### src/rtl/alu_reservation_station.sv
// ALU reservation station: holds dispatched ALU/branch ops until operands are ready, issues one per cycle.
// Optional RS_AGE_ORDER_EN: issue oldest ready entry instead of lowest index.
module alu_reservation_station #(
  parameter int DEPTH = 4
) (
  input  logic        clk,
  input  logic        rst,
  input  logic [4:0]  op_in,
  input  logic [31:0] value1_in,
  input  logic [31:0] value2_in,
  input  logic [2:0]  query1_in,
  input  logic [2:0]  query2_in,
  input  logic [31:0] imm_in,
  input  logic [2:0]  target_in,
  input  logic        is_branch_in,
  input  logic [2:0]  alu_num,
  input  logic [31:0] alu_value,
  input  logic [2:0]  mem_num,
  input  logic [31:0] mem_value,
  output logic        rs_full,
  output logic [4:0]  alu_op,
  output logic [31:0] alu_a,
  output logic [31:0] alu_b,
  output logic [31:0] alu_imm,
  output logic [2:0]  alu_tag,
  output logic        alu_is_branch
);
  localparam int IW = $clog2(DEPTH);
  localparam int CW = $clog2(DEPTH + 1);
  localparam logic [4:0] OP_NONE = 5'b11111;

  logic [DEPTH-1:0] r_busy;
  logic [4:0]       r_op  [DEPTH];
  logic [31:0]      r_v1  [DEPTH];
  logic [31:0]      r_v2  [DEPTH];
  logic [31:0]      r_imm [DEPTH];
  logic [2:0]       r_q1  [DEPTH];
  logic [2:0]       r_q2  [DEPTH];
  logic [2:0]       r_tag [DEPTH];
  logic             r_br  [DEPTH];
`ifdef RS_AGE_ORDER_EN
  localparam int AW = $clog2(DEPTH) + 1;
  logic [AW-1:0]    r_age [DEPTH];
  logic [AW-1:0]    w_best_age;
`endif

  logic [4:0]  r_alu_op;
  logic [31:0] r_alu_a;
  logic [31:0] r_alu_b;
  logic [31:0] r_alu_imm;
  logic [2:0]  r_alu_tag;
  logic        r_alu_br;
  logic        r_full;

  logic          w_iss_vld;
  logic [IW-1:0] w_iss_idx;
  logic          w_free_vld;
  logic [IW-1:0] w_free_idx;
  logic          w_is_mem;
  logic          w_alloc;
  logic [CW-1:0] w_cnt;
  logic [CW-1:0] w_cnt_next;
  logic [34:0]   w_res1;
  logic [34:0]   w_res2;

  // Returns {q, v} after snooping both broadcast buses; ALU bus has priority.
  function automatic logic [34:0] f_snoop(input logic [2:0] q, input logic [31:0] v,
                                          input logic [2:0] an, input logic [31:0] av,
                                          input logic [2:0] mn, input logic [31:0] mv);
    if (q != 3'd0 && q == an)      f_snoop = {3'd0, av};
    else if (q != 3'd0 && q == mn) f_snoop = {3'd0, mv};
    else                           f_snoop = {q, v};
  endfunction

  always_comb begin
    w_iss_vld  = 1'b0;
    w_iss_idx  = '0;
    w_free_vld = 1'b0;
    w_free_idx = '0;
    w_cnt      = '0;
`ifdef RS_AGE_ORDER_EN
    w_best_age = '0;
`endif
    for (int unsigned i = 0; i < DEPTH; i++) begin
      w_cnt = w_cnt + CW'(r_busy[i]);
      if (!r_busy[i] && !w_free_vld) begin
        w_free_vld = 1'b1;
        w_free_idx = IW'(i);
      end
`ifdef RS_AGE_ORDER_EN
      if (r_busy[i] && r_q1[i] == 3'd0 && r_q2[i] == 3'd0 &&
          (!w_iss_vld || r_age[i] > w_best_age)) begin
        w_iss_vld  = 1'b1;
        w_iss_idx  = IW'(i);
        w_best_age = r_age[i];
      end
`else
      if (r_busy[i] && r_q1[i] == 3'd0 && r_q2[i] == 3'd0 && !w_iss_vld) begin
        w_iss_vld = 1'b1;
        w_iss_idx = IW'(i);
      end
`endif
    end
    w_is_mem   = (op_in >= 5'b10010) && (op_in <= 5'b11001);
    w_alloc    = (op_in != OP_NONE) && !w_is_mem && w_free_vld;
    w_cnt_next = w_cnt + CW'(w_alloc) - CW'(w_iss_vld);
    w_res1     = f_snoop(query1_in, value1_in, alu_num, alu_value, mem_num, mem_value);
    w_res2     = f_snoop(query2_in, value2_in, alu_num, alu_value, mem_num, mem_value);
  end

  always_ff @(posedge clk) begin
    if (!rst) begin
      r_busy    <= '0;
      r_alu_op  <= OP_NONE;
      r_alu_a   <= '0;
      r_alu_b   <= '0;
      r_alu_imm <= '0;
      r_alu_tag <= '0;
      r_alu_br  <= 1'b0;
      r_full    <= 1'b0;
    end else begin
      for (int unsigned i = 0; i < DEPTH; i++) begin
        if (r_busy[i]) begin
          {r_q1[i], r_v1[i]} <= f_snoop(r_q1[i], r_v1[i], alu_num, alu_value, mem_num, mem_value);
          {r_q2[i], r_v2[i]} <= f_snoop(r_q2[i], r_v2[i], alu_num, alu_value, mem_num, mem_value);
`ifdef RS_AGE_ORDER_EN
          if (r_age[i] != '1) r_age[i] <= r_age[i] + 1'b1;
`endif
        end
      end
      if (w_iss_vld) begin
        r_busy[w_iss_idx] <= 1'b0;
        r_alu_op  <= r_op[w_iss_idx];
        r_alu_a   <= r_v1[w_iss_idx];
        r_alu_b   <= r_v2[w_iss_idx];
        r_alu_imm <= r_imm[w_iss_idx];
        r_alu_tag <= r_tag[w_iss_idx];
        r_alu_br  <= r_br[w_iss_idx];
      end else begin
        r_alu_op  <= OP_NONE;
      end
      // Allocation targets a slot that was free before this edge, never the one being issued.
      if (w_alloc) begin
        r_busy[w_free_idx] <= 1'b1;
        r_op[w_free_idx]   <= op_in;
        {r_q1[w_free_idx], r_v1[w_free_idx]} <= w_res1;
        {r_q2[w_free_idx], r_v2[w_free_idx]} <= w_res2;
        r_imm[w_free_idx]  <= imm_in;
        r_tag[w_free_idx]  <= target_in;
        r_br[w_free_idx]   <= is_branch_in;
`ifdef RS_AGE_ORDER_EN
        r_age[w_free_idx]  <= '0;
`endif
      end
      r_full <= (w_cnt_next >= CW'(DEPTH - 1));
    end
  end

  assign rs_full       = r_full;
  assign alu_op        = r_alu_op;
  assign alu_a         = r_alu_a;
  assign alu_b         = r_alu_b;
  assign alu_imm       = r_alu_imm;
  assign alu_tag       = r_alu_tag;
  assign alu_is_branch = r_alu_br;
endmodule
### config.mk
export PLATFORM = sky130hd
export DESIGN_NAME = alu_reservation_station
export DESIGN_NICKNAME = d
export VERILOG_FILES = /design/src/rtl/alu_reservation_station.sv
export SDC_FILE = /design/constraint.sdc
export NUM_CORES = 1
export LEC_CHECK = 0
export CAP_MARGIN = 20
export CORE_MARGIN = 5
export CORE_UTILIZATION = 47
export CTS_CLUSTER_DIAMETER = 40
export CTS_CLUSTER_SIZE = 40
export DETAILED_ROUTE_END_ITERATION = 10
export PLACE_DENSITY = 0.69
export SKIP_CTS_REPAIR_TIMING = 1
export SLEW_MARGIN = 20
export SYNTH_ARGS = -nofsm -noshare
export SYNTH_HDL_FRONTEND = slang
export SYNTH_SLANG_ARGS = --single-unit
### constraint.sdc
create_clock -name clk -period 11.3 [get_ports clk]
set_clock_uncertainty 0.15 [all_clocks]
set_input_delay 2.26 -clock clk [delete_from_list [all_inputs] [get_ports clk]]
set_output_delay 2.26 -clock clk [all_outputs]
set_load 0.01 [all_outputs]
# After elaboration in Yosys (flattened, before gate mapping)
# Memories as Yosys holds them, arrays and structs flattened. A register that Yosys moved wholly into a read port is not among the register bits.
# Cells that the tools add are included.
[totals] ff_bits=349 ramBits=164 out_inout_bits=106 memories=4
[mem_list] name="r_imm" depth=4 word_bits=32 rd=1 rd_ports_with_merged_regs=1 write_ports=1 line="36" text="logic [31:0] r_imm [DEPTH];"
[mem_list] name="r_op" depth=4 word_bits=5 rd=1 rd_ports_with_merged_regs=1 write_ports=1 line="33" text="logic [4:0] r_op [DEPTH];"
[mem_list] name="r_tag" depth=4 word_bits=3 rd=1 rd_ports_with_merged_regs=1 write_ports=1 line="39" text="logic [2:0] r_tag [DEPTH];"
[mem_list] name="r_br" depth=4 word_bits=1 rd=1 rd_ports_with_merged_regs=1 write_ports=1 line="40" text="logic r_br [DEPTH];"
[op_classes] add_sub_neg=5 magnitude_cmp=10 n_eq_ne=21 muxes=94 bitwise_logic=5 n_reduce_logical=72
[ops] cell="2-to-1 mux 35 bit" count=20
[ops] cell="2-to-1 mux 32 bit" count=21
[ops] cell="bitwise mux 128 bit" count=2
[ops] cell="2-to-1 mux 128 bit" count=2
[ops] cell="binary-select mux 32 bit (select 2 bit)" count=2
[ops] cell="demux 32 bit (select 2 bit)" count=1
[ops] cell="equality test 3 bit" count=20
[ops] cell="2-to-1 mux 3 bit" count=17
[ops] cell="logical AND 1 bit" count=40
[ops] cell="nonzero test 3 bit" count=10
[ops] cell="bitwise mux 12 bit" count=2
[ops] cell="zero test 3 bit" count=8
[ops] cell="2-to-1 mux 12 bit" count=2
[ops] cell="2-to-1 mux 1 bit" count=15
[ops] cell="zero test 1 bit" count=13
[ops] cell="2-to-1 mux 4 bit" count=3
[ops] cell="2-to-1 mux 2 bit" count=4
[ops] cell="adder 3 x 1 -> 3 bit" count=2
[ops] cell="demux 3 bit (select 2 bit)" count=1
[ops] cell="greater-or-equal comparator 3 bit, second input constant" count=2
[ops] cell="< comparator 2 x 3 -> 1 bit, second input constant" count=2
[ops] cell="NOT 2 -> 3 bit" count=2
[ops] cell="greater-or-equal comparator 5 bit, second input constant" count=1
[ops] cell="less-or-equal comparator 5 bit, second input constant" count=1
[ops] cell="other kinds (12)" count=14

# Longest topological paths before layout
[depth] depth_word=23 ltp_mapped=16

# Worst setup path after synthesis
# Ideal clock, no wire load.
[synth_path] kind="in2reg" startpoint="in op_in[3]" endpoint="mem r_br[3] (enable)" t_arrival_ns=5.174 required_time_ns=10.710 setup_slack_ns=5.537 cell_stages=6 path_cell_list="a21bo_1 > a211o_1 > buf_2 > a211o_1 > clkbuf_1 > nor2_1"
[synth_between] elab_chain_len=8 elab_cells_between_ends=10 cone_classes="2 x order compare; 1 x eq/ne; 3 x mux; 4 x reduce/logical"
[synth_lines] element="start: declaration" line="8" text="input logic [4:0] op_in,"
[synth_lines] element="greater-or-equal comparator 5 bit / less-or-equal comparator 5 bit (equally long branches)" line="104" text="w_is_mem = (op_in >= 5'b10010) && (op_in <= 5'b11001);"
[synth_lines] element="logical AND 1 bit" line="104"
[synth_lines] element="zero test 1 bit" line="105" text="w_alloc = (op_in != OP_NONE) && !w_is_mem && w_free_vld;"
[synth_lines] element="logical AND 1 bit (*) (2 in a row)" line="105"
[synth_lines] element="2-to-1 mux 1 bit (*)" line="143" text="if (w_alloc) begin"
[synth_lines] element="2-to-1 mux 1 bit (*)" line="112" text="if (!rst) begin"
[synth_lines] element="2-to-1 mux 1 bit (not written as such) (*)" line="150" text="r_br[w_free_idx] <= is_branch_in;"
[synth_lines] element="end: declaration" line="40"
# Every way passes the cells marked *; elsewhere a longest branch is shown, timed or not.

# Worst setup path in the final report
[layout_path] startpoint="in mem_num[0]" endpoint="reg r_v2[86] (netlist bit) (data pin)"
[layout_between] elab_chain_len=8 elab_cells_between_ends=12 cone_classes="2 x eq/ne; 8 x mux; 2 x reduce/logical"
[layout_lines] element="start: declaration" line="18" text="input logic [2:0] mem_num,"
[layout_lines] element="equality test 3 bit" line="71" text="else if (q != 3'd0 && q == mn) f_snoop = {3'd0, mv};"
[layout_lines] element="logical AND 1 bit" line="71"
[layout_lines] element="2-to-1 mux 35 bit" line="71"
[layout_lines] element="2-to-1 mux 35 bit" line="70" text="if (q != 3'd0 && q == an) f_snoop = {3'd0, av};"
[layout_lines] element="2-to-1 mux 32 bit" line="123" text="if (r_busy[i]) begin"
[layout_lines] element="2-to-1 mux 32 bit" line="112"
[layout_lines] element="bitwise mux 128 bit" line="147" text="{r_q2[w_free_idx], r_v2[w_free_idx]} <= w_res2;"
[layout_lines] element="2-to-1 mux 128 bit (*)" line="143"
[layout_lines] element="end signal: indexed assignment" line="125" text="{r_q2[i], r_v2[i]} <= f_snoop(r_q2[i], r_v2[i], alu_num, alu_value, mem_num, mem_value);"
[layout_lines] element="end signal: indexed assignment" line="147"
[layout_lines] element="end: declaration" line="35" text="logic [31:0] r_v2 [DEPTH];"
# Every way passes the cells marked *; elsewhere a longest branch is shown, timed or not. The select of a mux whose other input is x is not followed.
# A chain may end at the register's enable or synchronous reset.

==> out/qor.yml <==
h-tree-depth: 3
ys_seq_elements: 554
worstSetupStartpointType: "input port"
layout-drive-gt1-share_pct: 12.38
max-slew-margin-rel_pct: 16.39
avgViaCountPerCell: 6.600
grt_antenna_before_repair: 13
most-common-layout-cells: "edfxtp_1, nand2_1, nor2_1, clkdlybuf4s50_1, o21ai_0"
grt_pass1_wl_um: 148200
hp-class: "flip-flop to flip-flop"
die-area_sq_um: 64680
max_freq_ghz: 0.1701
synth_edf_count: 444
setup-tns-final_ns: 0
p_clk_share_pct: 45.8
antenna_left: 0
final_cell_area_sq_um: 34630
avgSynthCellArea_sq_um: 10.27
netlist_area_sq_um: 28060
cts_root_buf: "clkbuf_16"
fin_crit_ns: 5.878
leakage_uw: 0.01184
clock-sinks: 554
layout.area.seq_sq_um: 15530
rows: 89
status: "completed"
internal-power_uw: 4498
seqPwrFrac_pct: 40.8
cp-end-kind: "flip-flop"
min_period_over_period_pct: 52.02
dpl.hpwl_um: 57200
cp.required_ns: 11.54
crit_fanout: 33
drv_slew: 0
synthFlopType: "edfxtp_1"
path_class: "input port to flip-flop"
drv_cap: 0
switchingPower_uw: 1613
total_power_uw: 6112
drtIter0Drc: 3132
p_comb_share_pct: 13.4
area_growth_pct: 23.42
fillers: 4793
portBuffers: 288
max_slew.worst_pin.slew_ns: 1.254
track_usage_pct: 29.59
drtPass1Iterations: 7
grt_setup_unrepaired: "no"
cts_made_buffers: 87
first_global_vias: 24613
ys_warn_count: 0
core_sq_um: 59130
synth.net_count: 2919
nNetsFinal: 3069
globalRouteOverflowTotal: 0
multiInputGateArea_sq_um: 11630
ioPinCount: 289
ir_worst_vdd_mv: 0.1567
hold_viol_final: 0
synth.distinct_cells: 67
clk_latency_ns: 0.64
post_dp_cell_area_sq_um: 31410
grt_max_degree: 97
power_density_nw_per_um2: 176.5
power.share.switching_pct: 26.39
num_vias: 24672
routed_wl_um: 99550
ys_seq_area_share_pct: 55.37
syn-instance-count: 2732
drc: 0
finalSetupViolCount: 0
clkTransAtPathRegs_ns: 0.06
arrival_ns: 6.12
synth_async_sr_flop_share_pct: 0
place.gp.congestion: 0.8981
fp.dieH_um: 254.3
wl_per_cell_um: 26.63
clk_path_buf_depth: 3
die_w_um: 254.3
cts_tree: "built"
start_util_pct: 47.45
final_common_cell: "edfxtp_1"
-- final cells by class --
type / count / area share (%)
timing repair buffer: 337 / 9.633
tap: 773 / 2.793
multi-input combinational: 1887 / 33.59
clock buffer: 101 / 6.619
clock inverter: 63 / 2.283
sequential: 554 / 44.86
inverter: 15 / 0.1626
antenna: 8 / 0.05781
-- synth_stat cells (19+ instances only) --
| cell type | instances | area (sq um) |
|---|---|---|
| nand3_1 | 44 | 220.2 |
| o221a_2 | 32 | 360.4 |
| mux2i_1 | 70 | 700.7 |
| edfxtp_1 | 444 | 13330 |
| xnor2_1 | 19 | 166.4 |
| o22ai_1 | 197 | 1232 |
| mux2_2 | 78 | 878.3 |
| o21ai_0 | 263 | 1316 |
| nand2_1 | 319 | 1197 |
| o2bb2ai_1 | 37 | 324.1 |
| a21oi_1 | 23 | 115.1 |
| clkbuf_2 | 24 | 120.1 |
| a211oi_1 | 132 | 991.0 |
| o22a_1 | 33 | 289.0 |
| nor3_1 | 75 | 375.4 |
| xor2_1 | 30 | 262.8 |
| buf_2 | 49 | 245.2 |
| nor2_1 | 312 | 1171 |
| clkbuf_1 | 180 | 675.7 |
| a31oi_1 | 100 | 625.6 |
| dfxtp_1 | 110 | 2202 |
-- per-layer routing --
metal | share of wire [%] | up-vias | GRT usage [%]
met3 | 14 | 319 | 10.27
met2 | 45 | 1727 | 46.01
met4 | 4.4 | 10 | 13.41
met1 | 37 | 11975 | 37.59
met5 | 0.060 | - | 0
li1 | - | 10641 | -
-- critical path: stages --
cell and delay (ns):
clkdlybuf4s50_1 1.05, nor3_1 0.24, or4_2 1.18, nor2_1 0.54, a22oi_2 0.14, buf_4 0.32, o221a_2 0.33
-- power by group through the flow --
| stage | logic [uW] | clock network (uW) | registers, uW |
|---|---|---|---|
| 2_1_floorplan | 484 | 0 | 2500 |
| 4_1_cts | 802 | 2820 | 2490 |
| 6_report | 821 | 2800 | 2490 |
| 3_5_place_dp | 795 | 0 | 2530 |
| 5_1_grt | 876 | 2920 | 2500 |
| 3_3_place_gp | 769 | 0 | 2520 |
-- final timing paths --
path	cells after the start	slack (ns)	endpoint	start
worst max-delay path	7	5.42	r_v2[86]	mem_num[0]
worst min-delay path	2	0.34	alu_op[3]	r_op[2][3]
worst max register to register	13	6.86	rs_full	r_busy[1]
worst min register to register	2	0.34	alu_op[3]	r_op[2][3]
-- flip-flops by register name (all words and copies together) (netlist names), 5 cells and up --
register  cells
r_v1        128
alu_b        32
alu_imm      32
r_v2        128
alu_op        5
alu_a        32
r_tag        12
r_q2         12
r_q1         12
r_op         20
r_imm       128
-- logic make-up after synthesis --
logic type,after synthesis,share of synthesized area (%)
AO/OA/AOI/OAI,870,20.33
adder cells (fa/ha/maj),4,0.2586
XOR/XNOR,49,1.530
flip-flops,554,55.37
AND/OR/NAND/NOR,798,11.82
multiplexers,166,6.350
buffers and inverters,291,4.339
-- metrics by stage --
step / hold WS (ns) / utilization (%) / instances / worst slack, ns
after CTS: 0.3521 / 58.34 / 3725 / 5.486
final: 0.3447 / 58.56 / 3738 / 5.422
after global routing: 0.3668 / 58.53 / 3731 / 5.354
after global placement: 0.3144 / 53.10 / 3560 / 4.916
after detailed placement: 0.3237 / 53.12 / 3561 / 4.843
after floorplan: 0.3036 / - / 2732 / 5.537
Power figures use the tool's default switching activity.
